File: src/rtl/uart_rx.sv
// 8N1 UART receiver, LSB first: synchronises the serial line, detects the start bit and samples
// each bit at mid-period using a runtime bit period latched at start detect.
module uart_rx #(
    parameter int unsigned DW          = 8,
    parameter int unsigned SYNC_STAGES = 2
) (
    input  logic          clk,
    input  logic          rst,
    input  logic          sel,
    input  logic [19:0]   baud,
    input  logic          rx_in,
    output logic [DW-1:0] dout,
    output logic          rx_valid,
    output logic          rx_err,
    output logic          rx_busy
);

    localparam int unsigned BW = 20;
    localparam int unsigned IW = (DW > 1) ? $clog2(DW) : 1;
    localparam logic [BW-1:0] BAUD_MIN = BW'(4);

    typedef enum logic [2:0] {
        S_IDLE,
        S_START,
        S_DATA,
        S_STOP,
        S_WAIT_HI
    } state_t;

    state_t                 r_state;
    state_t                 w_state_nxt;
    logic [SYNC_STAGES-1:0] r_sync;
    logic                   r_rx_p;
    logic                   w_rx_s;
    logic [BW-1:0]          r_cnt;
    logic [BW-1:0]          w_cnt_nxt;
    logic [BW-1:0]          r_baud;
    logic [BW-1:0]          w_baud_nxt;
    logic [IW-1:0]          r_idx;
    logic [IW-1:0]          w_idx_nxt;
    logic [DW-1:0]          r_sr;
    logic [DW-1:0]          w_sr_nxt;
    logic [DW-1:0]          r_dout;
    logic [DW-1:0]          w_dout_nxt;
    logic                   r_valid;
    logic                   w_valid_nxt;
    logic                   r_err;
    logic                   w_err_nxt;
    logic                   r_busy;
    logic                   w_busy_nxt;
    logic                   w_start;
    logic                   w_half;
    logic                   w_full;
    logic                   w_last;

    assign w_rx_s = r_sync[SYNC_STAGES-1];

    // Line synchroniser; resets to the idle (high) level so reset never looks like a start bit
    always_ff @(posedge clk) begin
        if (!rst) begin
            r_sync <= '1;
            r_rx_p <= 1'b1;
        end else begin
            r_sync <= {r_sync[SYNC_STAGES-2:0], rx_in};
            r_rx_p <= w_rx_s;
        end
    end

    assign w_start = sel & r_rx_p & ~w_rx_s & (baud >= BAUD_MIN);
    assign w_half  = (r_cnt == ((r_baud >> 1) - BW'(1)));
    assign w_full  = (r_cnt == (r_baud - BW'(1)));
    assign w_last  = (r_idx == IW'(DW - 1));

    always_ff @(posedge clk) begin
        if (!rst) begin
            r_state <= S_IDLE;
        end else begin
            r_state <= w_state_nxt;
        end
    end

    always_comb begin
        w_state_nxt = r_state;
        if (!sel) begin
            w_state_nxt = S_IDLE;
        end else begin
            case (r_state)
                S_IDLE:    if (w_start) w_state_nxt = S_START;
                S_START:   if (w_half) w_state_nxt = w_rx_s ? S_IDLE : S_DATA;
                S_DATA:    if (w_full && w_last) w_state_nxt = S_STOP;
                S_STOP:    if (w_full) w_state_nxt = w_rx_s ? S_IDLE : S_WAIT_HI;
                S_WAIT_HI: if (w_rx_s) w_state_nxt = S_IDLE;
                default:   w_state_nxt = S_IDLE;
            endcase
        end
    end

    always_comb begin
        w_cnt_nxt   = r_cnt + BW'(1);
        w_baud_nxt  = r_baud;
        w_idx_nxt   = r_idx;
        w_sr_nxt    = r_sr;
        w_dout_nxt  = r_dout;
        w_valid_nxt = 1'b0;
        w_err_nxt   = 1'b0;
        w_busy_nxt  = (w_state_nxt != S_IDLE);
        case (r_state)
            S_IDLE: begin
                w_cnt_nxt = '0;
                if (w_start) w_baud_nxt = baud;
            end
            S_START: begin
                if (w_half) begin
                    w_cnt_nxt = '0;
                    w_idx_nxt = '0;
                end
            end
            S_DATA: begin
                if (w_full) begin
                    w_cnt_nxt = '0;
                    w_sr_nxt  = {w_rx_s, r_sr[DW-1:1]};
                    w_idx_nxt = r_idx + IW'(1);
                end
            end
            S_STOP: begin
                if (w_full) begin
                    w_cnt_nxt = '0;
                    if (w_rx_s) begin
                        w_dout_nxt  = r_sr;
                        w_valid_nxt = 1'b1;
                    end else begin
                        w_err_nxt = 1'b1;
                    end
                end
            end
            default: w_cnt_nxt = '0;
        endcase
        // Disabling the receiver abandons the frame without reporting anything
        if (!sel) begin
            w_cnt_nxt   = '0;
            w_dout_nxt  = r_dout;
            w_valid_nxt = 1'b0;
            w_err_nxt   = 1'b0;
        end
    end

    always_ff @(posedge clk) begin
        if (!rst) begin
            r_cnt   <= '0;
            r_baud  <= '0;
            r_idx   <= '0;
            r_sr    <= '0;
            r_dout  <= '0;
            r_valid <= 1'b0;
            r_err   <= 1'b0;
            r_busy  <= 1'b0;
        end else begin
            r_cnt   <= w_cnt_nxt;
            r_baud  <= w_baud_nxt;
            r_idx   <= w_idx_nxt;
            r_sr    <= w_sr_nxt;
            r_dout  <= w_dout_nxt;
            r_valid <= w_valid_nxt;
            r_err   <= w_err_nxt;
            r_busy  <= w_busy_nxt;
        end
    end

    assign dout     = r_dout;
    assign rx_valid = r_valid;
    assign rx_err   = r_err;
    assign rx_busy  = r_busy;

endmodule
File: config.mk
export PLATFORM = sky130hd
export DESIGN_NAME = uart_rx
export DESIGN_NICKNAME = d
export VERILOG_FILES = /design/src/rtl/uart_rx.sv
export SDC_FILE = /design/constraint.sdc
export NUM_CORES = 1
export LEC_CHECK = 0
export BUFFER_PORTS_ARGS = -buffer_cell sky130_fd_sc_hd__buf_4
export CORE_UTILIZATION = 55
export DETAILED_ROUTE_END_ITERATION = 8
export GPL_ROUTABILITY_DRIVEN = 0
export HOLD_SLACK_MARGIN = 0.15
export PLACE_DENSITY = 0.84
export SLEW_MARGIN = 0
export SYNTH_ARGS = -nofsm -noshare
export SYNTH_HDL_FRONTEND = slang
export SYNTH_SLANG_ARGS = --single-unit
export TNS_END_PERCENT = 50
File: constraint.sdc
create_clock -name clk -period 4.5 [get_ports clk]
set_clock_uncertainty 0.15 [all_clocks]
set_input_delay 0.9 -clock clk [delete_from_list [all_inputs] [get_ports clk]]
set_output_delay 0.9 -clock clk [all_outputs]
set_load 0.01 [all_outputs]
==> results by group <==
Outcome
  – Status: complete, no violations

Drt
  – Routed WL: about 9900 um
  – Routed wl met2: 4560 um
  – Routed Antenna Nets: 0
  – Top routing layer in use: met4
  – First-iteration detailed-routing DRC count: between 300 and 400
  – Routed len/inst: approximately 16 um
  – Met3 routed WL: 705 um
  – Drt pass-1 iters: 8
  – Met1 wire length: 4370 um
  – Via count: between 3000 and 4000
  – Drc violations: 0
  – Avg Vias per Cell: around 6.2

Synth
  – Synthesized area per cell: between 8 and 9 um^2
  – YS warnings: 0
  – Yosys reg bits: 68
  – Syn Nets: approximately 530
  – Syn Std Cell Area: 0.00416 mm^2
  – Cells after synthesis: about 500
  – EDFF count, synth: 0
  – Yosys cell types: a little under 60
  – Primary FF master, synth: dfxtp_1
  – Sequential area share after synthesis: 0.327
  – Async SR Flop Fraction: 0

Layout
  – Area of the multi-input gates: roughly 0.0026 mm^2
  – Nets: around 550
  – Layout area overhead: 11.5%
  – Final std cells w/o fill: between 600 and 700
  – # fillers: 629
  – Post-Layout Inst Area: ~0.0046 mm^2
  – Ant. Diodes: 0
  – Register area: between 0.001 and 0.0015 mm^2
  – Layout cells sized above 1: 0.131
  – Post-layout util: 0.637

Power and ir drop
  – Pwr Total: between 1 and 1.5 mW
  – Switching share of total power: 0.279
  – Sequential Power Share: 0.471
  – Power Density: 282 mW/mm^2
  – Psw: approximately 370 uW
  – Part of the power in the clock network: 0.399
  – Maximum VDD drop: roughly 0.00023 V
  – Leak: 1.88 nW
  – Comb power frac: 0.130
  – Power Internal: 944 uW

Setup path
  – Critical Path AT: roughly 4100 ps
  – Worst Reg-to-Reg Cells: 10
  – Critical Path Slowest Stage Cell: nor3b_1
  – Element type at the critical path end: register
  – Startpoint types: register
  – Crit Path Max Fanout: 6
  – Worst setup path category: reg2reg
  – Req. time, crit path: ~4600 ps
  – Critical Path Max Stage Delay: just under 600 ps
  – CP cell instances: inv_1, ha_1, nor3b_1, a21oi_1, or4_1, a2111oi_0, nand4b_1, o21a_1, or4b_4, o21bai_1

Global route
  – Vias in the first global route: 3383
  – Largest net degree at the start of global routing: 32
  – Initial antenna violation count: 0
  – Gr usage total: 0.266
  – Total grt overflow: 0
  – First-pass GRT wire length: ~16000 um

Floorplan
  – Core Rows: 31
  – Die Span Y: around 89 um
  – CORE AREA: 0.00729 mm^2
  – Initial Utilization: 0.571
  – # IOs: 35
  – Die area: 0.00792 mm^2
  – Die width: 89.0 um

Timing
  – Endpoints failing hold: 0
  – Slew HR: 0.376
  – RSZ-0062 raised after global routing: no
  – Slew Limit Fails: 0
  – Endpoints failing setup: 0
  – Final worst-path cycle share: 0.886
  – Tmin final: approximately 4000 ps
  – Hold slack: ~270 ps
  – Worst-margin pin slew: just over 900 ps
  – Setup TNS: 0 ps
  – Setup ws final: about 510 ps
  – Fmax achieved: 0.251 GHz

CTS
  – Clock Sinks: 68
  – CTS tree: built
  – Clock latency on the worst-skew pair: 350 ps
  – Clock buffer depth: 2
  – Post-CTS setup buffers: 0
  – Num CTS Buffers: 9
  – H-tree depth: 3
  – Post-cts resize count: 0
  – Hold Buf Count CTS: 0
  – Clock root buffer: clkbuf_8
  – Reg clk slew, reported paths: ~80 ps

Placed design
  – Post-DP HPWL: approximately 7100 um
  – Placed instance area: approximately 0.0044 mm^2
  – Port bufs: 34
  – Post-Place Worst Slack: 635 ps
  – DP Cell Count: between 600 and 700

Hold path
  – WHS Path Cells: 1
  – Min-delay worst type: reg2reg

Flow run
  – Maxcap violations: 0
## cell usage after synthesis (2+ instances only)
library cell | instances | area, um^2
ha_1 | 5 | 62.6
a211oi_1 | 3 | 22.5
a21oi_1 | 10 | 50.1
and4_1 | 6 | 52.6
a21o_1 | 2 | 15.0
a211o_1 | 2 | 17.5
or4_1 | 7 | 52.6
o21bai_1 | 3 | 22.5
xor2_1 | 28 | 245
nor3b_1 | 4 | 30.0
inv_1 | 10 | 37.5
nand3b_1 | 3 | 22.5
a22oi_1 | 2 | 15.0
nand3_1 | 25 | 125
o21a_1 | 2 | 15.0
or3_1 | 4 | 25.0
clkbuf_1 | 28 | 105
nor4_1 | 14 | 87.6
a31oi_1 | 6 | 37.5
xnor2_1 | 37 | 324
mux2i_1 | 37 | 370
buf_1 | 4 | 15.0
nand4_1 | 10 | 62.6
o21ai_0 | 4 | 20.0
and3_1 | 8 | 50.1
o211ai_1 | 3 | 22.5
a2111oi_0 | 4 | 35.0
or2_2 | 3 | 18.8
nand2b_1 | 7 | 43.8
nor2b_1 | 3 | 18.8
o31a_1 | 3 | 26.3
or4_4 | 2 | 22.5
nor2_1 | 51 | 191
nand2_1 | 38 | 143
nor3_1 | 29 | 145
buf_2 | 5 | 25.0
dfxtp_1 | 68 | 1360
## power groups by stage
stage | combinational (mW) | sequential, mW | clock, mW
floorplan | 0.124 | 0.623 | 0
global placement | 0.159 | 0.630 | 0
detailed placement | 0.164 | 0.631 | 0
CTS | 0.166 | 0.617 | 0.530
global route | 0.185 | 0.618 | 0.558
finish | 0.170 | 0.617 | 0.523
## kinds of logic (layout without fill, tap and decap cells)
| family | after synthesis | count (layout) | synth area share |
|---|---|---|---|
| AO/OA/AOI/OAI | 54 | 54 | 0.0932 |
| multiplexers | 37 | 37 | 0.0890 |
| buffers and inverters | 48 | 67 | 0.0466 |
| XOR/XNOR | 65 | 65 | 0.137 |
| adder cells (fa/ha/maj) | 5 | 5 | 0.0150 |
| flip-flops | 68 | 68 | 0.327 |
| AND/OR/NAND/NOR | 225 | 225 | 0.292 |
## layout make-up
| type | count | share of cell area |
|---|---|---|
| clock inverters | 7 | 0.0175 |
| clock buffers | 9 | 0.0267 |
| well taps | 99 | 0.0267 |
| repair buffers | 41 | 0.0663 |
| flip-flops and latches | 68 | 0.293 |
| inverters | 10 | 0.00809 |
| multi-input cells | 386 | 0.561 |
## critical path: cells and delay by family, from the launching register on
family	cells	cell delay, ps
simple gates	4	1900
fa+ha+maj	1	260
compound gates	4	1080
flops	1	370
buf+inv	1	120
## state kept, by name, summed over array words and instances (netlist names)
name      flops
dout          8
rx_err        1
r_rx_p        1
r_state       3
r_cnt        20
rx_busy       1
r_idx         3
r_sr          8
rx_valid      1
r_sync        2
r_baud       20
## final timing paths
kind | from | endpoint | slack, ps
max reg2reg | r_baud[1]$_SDFFE_PN0P_ | rx_busy$_SDFF_PN0_ | 510
min | r_sync[0]$_SDFF_PN1_ | r_sync[1]$_SDFF_PN1_ | 270
max | r_baud[1]$_SDFFE_PN0P_ | rx_busy$_SDFF_PN0_ | 510
min reg2reg | r_sync[0]$_SDFF_PN1_ | r_sync[1]$_SDFF_PN1_ | 270
## per-layer routing
layer / up-vias / GRT usage
li1: 1813 / -
met1: 1805 / 0.357
met2: 178 / 0.417
met3: 34 / 0.0517
met4: 0 / 0.121
met5: - / 0
## cells in the final DEF, fill, tap and decap left out, drive strengths merged, types with 3 or more instances in the layout
cell type and instances:
dfxtp 68, nor2 51, buf 41, nand2 38, xnor2 37, mux2i 37
nor3 30, xor2 28, nand3 25, nor4 16, inv 13, nand4 10
a21oi 10, clkbuf 9, or4 9, and3 8, nand2b 7, and4 6
a31oi 6, ha 5, a2111oi 5, o21ai 4, or3 4, nor3b 4
a211oi 3, nand3b 3, o21bai 3, nor2b 3, o211ai 3, or2 3
o31a 3
Note: power is estimated with default switching activity, not from simulation.
